**src/rtl/seq_det_pkg.sv**
```systemverilog
`default_nettype none
// ============================================================================
// Module      : seq_det_pkg
// Description : Shared encodings and default widths for the 101 sequence
//               detector frame controller and its detector datapath.
//               - ctrl_state_e : controller FSM (IDLE, LOAD, SHIFT, DONE)
//               - det_state_e  : Moore 101 detector states (S0..S3)
//               - DEF_*        : default DATA_W / LEN_W / CNT_W
// Revision    : 1.0 - initial release
// ============================================================================
package seq_det_pkg;

  localparam int DEF_DATA_W = 8;
  localparam int DEF_LEN_W  = 8;
  localparam int DEF_CNT_W  = 8;

  typedef enum logic [1:0] {
    ST_IDLE  = 2'd0,
    ST_LOAD  = 2'd1,
    ST_SHIFT = 2'd2,
    ST_DONE  = 2'd3
  } ctrl_state_e;

  typedef enum logic [1:0] {
    DET_S0 = 2'd0,
    DET_S1 = 2'd1,
    DET_S2 = 2'd2,
    DET_S3 = 2'd3
  } det_state_e;

endpackage
`default_nettype wire

```
**src/rtl/det101_en.sv**
```systemverilog
`default_nettype none
// ============================================================================
// Module      : det101_en
// Description : Moore-type overlapping "101" detector with enable and
//               synchronous clear. State only advances while en is high, so
//               a pattern may straddle gaps in the serial stream.
// Ports       : clk   - clock, rising edge
//               reset - synchronous active-high reset (state -> S0)
//               clr   - synchronous clear (state -> S0)
//               en    - advance the detector this cycle
//               xin   - serial input bit
//               y     - high while in S3 (registered Moore output)
// Revision    : 1.0 - initial release
// ============================================================================
module det101_en
  import seq_det_pkg::*;
(
  input  logic clk,
  input  logic reset,
  input  logic clr,
  input  logic en,
  input  logic xin,
  output logic y
);

  det_state_e state_q, state_d;

  always_comb begin
    state_d = state_q;
    if (en) begin
      case (state_q)
        DET_S0:  state_d = xin ? DET_S1 : DET_S0;
        DET_S1:  state_d = xin ? DET_S1 : DET_S2;
        DET_S2:  state_d = xin ? DET_S3 : DET_S0;
        DET_S3:  state_d = xin ? DET_S1 : DET_S2;
        default: state_d = DET_S0;
      endcase
    end
  end

  always_ff @(posedge clk) begin
    if (reset || clr) begin
      state_q <= DET_S0;
    end else begin
      state_q <= state_d;
    end
  end

  assign y = (state_q == DET_S3);

endmodule
`default_nettype wire

```
**src/rtl/seq_det_ctrl.sv**
```systemverilog
`default_nettype none
// ============================================================================
// Module      : seq_det_ctrl
// Description : Frame controller for a bit-serial 101 detector. Accepts
//               frame_len words over a valid/ready handshake, serializes each
//               MSB-first into det101_en and counts overlapping matches
//               (saturating). Pulses done for one cycle at end of frame.
// Ports       : clk, reset          - clock / synchronous active-high reset
//               start, frame_len    - begin frame (sampled in IDLE), length
//               in_valid, in_data   - producer word
//               in_ready            - high in LOAD
//               busy                - high outside IDLE
//               bit_out             - serial bit into the detector
//               det                 - detector output (state S3)
//               match_cnt           - match count of current / last frame
//               done                - one-cycle end-of-frame pulse
// Revision    : 1.0 - initial release
// ============================================================================
module seq_det_ctrl
  import seq_det_pkg::*;
#(
  parameter int DATA_W = DEF_DATA_W,
  parameter int LEN_W  = DEF_LEN_W,
  parameter int CNT_W  = DEF_CNT_W
) (
  input  logic              clk,
  input  logic              reset,
  input  logic              start,
  input  logic [LEN_W-1:0]  frame_len,
  input  logic              in_valid,
  input  logic [DATA_W-1:0] in_data,
  output logic              in_ready,
  output logic              busy,
  output logic              bit_out,
  output logic              det,
  output logic [CNT_W-1:0]  match_cnt,
  output logic              done
);

  localparam int                 IDX_W    = (DATA_W > 1) ? $clog2(DATA_W) : 1;
  localparam logic [IDX_W-1:0]   LAST_IDX = IDX_W'(DATA_W - 1);
  localparam logic [CNT_W-1:0]   CNT_MAX  = '1;

  ctrl_state_e        state_q, state_d;
  logic [DATA_W-1:0]  sr_q,    sr_d;
  logic [IDX_W-1:0]   idx_q,   idx_d;
  logic [LEN_W-1:0]   rem_q,   rem_d;
  logic [CNT_W-1:0]   cnt_q,   cnt_d;
  logic [1:0]         hist_q,  hist_d;

  logic w_start_acc;
  logic w_shift;
  logic w_bit;
  logic w_hit;

  assign w_start_acc = (state_q == ST_IDLE) && start;
  assign w_shift     = (state_q == ST_SHIFT);
  assign w_bit       = w_shift ? sr_q[DATA_W-1] : 1'b0;

  // The detector sits in S2 exactly when the last two enabled bits since the
  // last clear were 1 then 0, so a 1 arriving now moves it into S3. Tracking
  // those two bits locally gives the "next state is S3" condition on the same
  // edge without widening the detector's port list.
  assign w_hit = w_shift && w_bit && (hist_q == 2'b10);

  always_comb begin
    state_d = state_q;
    sr_d    = sr_q;
    idx_d   = idx_q;
    rem_d   = rem_q;
    cnt_d   = cnt_q;
    hist_d  = hist_q;
    case (state_q)
      ST_IDLE: begin
        if (start) begin
          rem_d   = frame_len;
          cnt_d   = '0;
          hist_d  = 2'b00;
          state_d = (frame_len == '0) ? ST_DONE : ST_LOAD;
        end
      end
      ST_LOAD: begin
        if (in_valid) begin
          sr_d    = in_data;
          idx_d   = '0;
          rem_d   = rem_q - LEN_W'(1);
          state_d = ST_SHIFT;
        end
      end
      ST_SHIFT: begin
        sr_d   = sr_q << 1;
        idx_d  = idx_q + IDX_W'(1);
        hist_d = {hist_q[0], w_bit};
        if (w_hit && (cnt_q != CNT_MAX)) begin
          cnt_d = cnt_q + CNT_W'(1);
        end
        if (idx_q == LAST_IDX) begin
          state_d = (rem_q != '0) ? ST_LOAD : ST_DONE;
        end
      end
      ST_DONE: begin
        state_d = ST_IDLE;
      end
      default: begin
        state_d = ST_IDLE;
      end
    endcase
  end

  always_ff @(posedge clk) begin
    if (reset) begin
      state_q <= ST_IDLE;
      sr_q    <= '0;
      idx_q   <= '0;
      rem_q   <= '0;
      cnt_q   <= '0;
      hist_q  <= 2'b00;
    end else begin
      state_q <= state_d;
      sr_q    <= sr_d;
      idx_q   <= idx_d;
      rem_q   <= rem_d;
      cnt_q   <= cnt_d;
      hist_q  <= hist_d;
    end
  end

  det101_en u_det (
    .clk   (clk),
    .reset (reset),
    .clr   (w_start_acc),
    .en    (w_shift),
    .xin   (w_bit),
    .y     (det)
  );

  assign in_ready  = (state_q == ST_LOAD);
  assign busy      = (state_q != ST_IDLE);
  assign bit_out   = w_bit;
  assign match_cnt = cnt_q;
  assign done      = (state_q == ST_DONE);

endmodule
`default_nettype wire

```
**config.mk**
```make
export PLATFORM = sky130hd
export DESIGN_NAME = seq_det_ctrl
export DESIGN_NICKNAME = d
export VERILOG_FILES = /design/src/rtl/seq_det_pkg.sv /design/src/rtl/det101_en.sv /design/src/rtl/seq_det_ctrl.sv
export SDC_FILE = /design/constraint.sdc
export NUM_CORES = 1
export LEC_CHECK = 0
export BUFFER_PORTS_ARGS = -buffer_cell sky130_fd_sc_hd__buf_2
export CORE_MARGIN = 1
export CORE_UTILIZATION = 45
export DETAILED_ROUTE_END_ITERATION = 10
export MAX_ROUTING_LAYER = met4
export PLACE_DENSITY = 0.69
export SYNTH_ARGS = -nofsm -noshare
export SYNTH_HDL_FRONTEND = slang
export SYNTH_SLANG_ARGS = --single-unit
```
**constraint.sdc**
```tcl
create_clock -name clk -period 3.7 [get_ports clk]
set_input_delay 0 -clock clk [delete_from_list [all_inputs] [get_ports clk]]
set_output_delay 0 -clock clk [all_outputs]
set_load 0.03 [all_outputs]
```
==> qor.yml <==
status:
  outcome: "completed"
place:
  dp_cells: 291
  post-place-ws_ns: 1.49
  portBuffers: 32
  placed_area_sq_um: 1940
  gp_congestion: 0.814
  hpwl_microns: 2670
global_route:
  grt_max_degree: 30
  antenna_found_initial: 0
  grt_pass1_vias: 1481
  grt_pass1_wl_microns: 6760
  grt_overflow: 0
  grt_usage_pct: 21.2
die:
  rows: 22
  die_w_microns: 64.9
  die_area_sq_um: 4210
  core-area_sq_um: 3720
  initial_core_util_pct: 47.9
  ioPinCount: 33
  die_h_microns: 64.9
final_layout:
  layout_commonest_cell: "dfxtp_1"
  fin_nets: 282
  areaGrowthSynthToFinish_pct: 19.5
  final_cell_mix: "dfxtp_1, buf_2, nand2_1, nor2_1, a21oi_1"
  n_antenna_cell: 0
  fin_util_pct: 57.2
  final_layout_size_suffix_gt1_share_pct: 18.6
  fin_area_sq_um: 2130
  final_cells: 306
pwr:
  switchingPower_uw: 246
  power_density_nw_per_um2: 427
  swShare_pct: 27.1
  power_uw: 907
  clockPowerShare_pct: 38.8
  ir_drop_mv: 0.233
  p_int_uw: 661
  combPwrFrac_pct: 16.9
  p_leak_nw: 0.860
  p_seq_share_pct: 44.4
clock_network:
  clock_path_buffers: 2
  hold_buffers: 7
  cts_tree: "yes"
  post-cts-setup-buffer-count: 0
  clk_latency_ns: 0.29
  root_buffer: "clkbuf_8"
  cts.sinks: 33
  cts_resized: 0
  clk_transition_reported_paths_ns: 0.06
  cts_inserted_buffers: 5
  cts_htree_levels: 2
drt:
  drt_first_pass_iters: 4
  wl_microns: 4080
  routed_via_density: 5.55
  vias: 1698
  drc: 0
  drtIter0Drc: 119
  wl_per_cell_microns: 13.3
  antenna_left: 0
sta:
  rsz0062_at_grt: "false"
  setup_violations: 0
  fmax_ghz: 0.429
  slew_viol_final: 0
  worstMarginPinSlew_ns: 1.05
  tns_ns: 0
  worst_slack_ns: 1.37
  whs_ns: 0.0821
  fin_crit_sh_pct: 63.0
  finalHoldViolations: 0
  fin_skew_ns: 0.00783
  period_minus_slack_ns: 2.33
  slew_headroom_pct: 29.6
min_path:
  hold_path_class: "in -> reg"
worst_setup_path:
  cp.required_ns: 3.70
  cp_max_fo: 18
  cp.arrival_ns: 2.33
  cp_cell_sequence: "nor2b_1 -> nand2_1 -> inv_1 -> buf_2"
  cp-start-kind: "flip-flop"
  worstSetupEndpointType: "output port"
  slowest_stage: "nor2b_1"
  critPathMaxStageDelay_ns: 0.90
  criticalPathCategory: "reg -> out"
logic_synthesis:
  yosys_register_bits: 33
  syn_inst: 224
  yosysSeqAreaShare_pct: 37.1
  yosys-top-cells-area: "dfxtp_1, nand2_1, a21oi_1, nor2_1, ha_1"
  avgSynthCellArea_sq_um: 7.94
  synth.cell_area_sq_um: 1780
  synth_edf_count: 0
  ys.flop_type: "dfxtp_1"
  async_flop_share_pct: 0
  synth_top_area_cell: "dfxtp_1"
  ys_types: 53
  synth_fp_nets: 249
  yosysWarnings: 0
  synth_top_area_share_pct: 37.1
job:
  cap_viol_max_count: 0
[final cells by class]
| class | instances | area [sq um] |
|---|---|---|
| Clock buffer | 7 | 86.3 |
| Multi-Input combinational cell | 167 | 1020 |
| Timing Repair Buffer | 39 | 230 |
| Inverter | 11 | 41.3 |
| Clock inverter | 1 | 30.0 |
| Sequential cell | 33 | 661 |
| Tap cell | 48 | 60.1 |
| Fill cell | 361 | 1590 |
[critical path: cells and delay by family, from the launching register on]
kind          cells  cell delay (ns)
buf+inv           2             0.29
flops             1             0.65
simple gates      2             1.11
[cell usage after synthesis, drive strengths merged (3+ instances only)]
library cell / n
a21oi: 19
a22oi: 4
a311oi: 7
and2: 3
and3: 3
buf: 7
clkbuf: 6
dfxtp: 33
ha: 5
inv: 11
mux2: 3
nand2: 29
nand2b: 7
nand3: 7
nand3b: 4
nor2: 23
nor3: 4
nor4: 4
o21ai: 11
[power by group through the flow]
stage | sequential (mW) | clock, mW | combinational [mW]
after CTS | 0.401 | 0.357 | 0.151
final | 0.402 | 0.352 | 0.153
after floorplan | 0.399 | 0 | 0.118
after global placement | 0.409 | 0 | 0.144
after detailed placement | 0.409 | 0 | 0.144
after global routing | 0.406 | 0.376 | 0.171
[worst paths after layout]
check          startpoint            to  slack (ns)  cells after the start
min          frame_len[7]    state_q[1]        0.08                      4
max reg2reg    state_q[1]  match_cnt[5]        1.47                      4
max            state_q[1]       bit_out        1.37                      4
min reg2reg     hist_q[0]     hist_q[0]        0.47                      2
[sequential cells by signal (all words and copies together) (netlist names)]
signal         count
u_det.state_q      2
state_q            2
idx_q              3
match_cnt          8
sr_q               8
rem_q              8
hist_q             2
[layer usage]
layer	track usage, %	part of all wire, %
met5	-	0
met4	6.67	0.66
met3	5.28	4.8
met2	31.9	45
met1	27.8	49
[kinds of logic (layout without fill, tap and decap cells)]
kind of cell,after synthesis,count (layout),share of synthesized area [%]
buffers and inverters,24,58,5.70
flip-flops,33,33,37.1
adder cells (fa/ha/maj),5,5,3.52
AND/OR/NAND/NOR,96,96,28.1
AO/OA/AOI/OAI,62,62,23.1
multiplexers,4,4,2.46
Note: power is estimated with default switching activity, not from simulation.
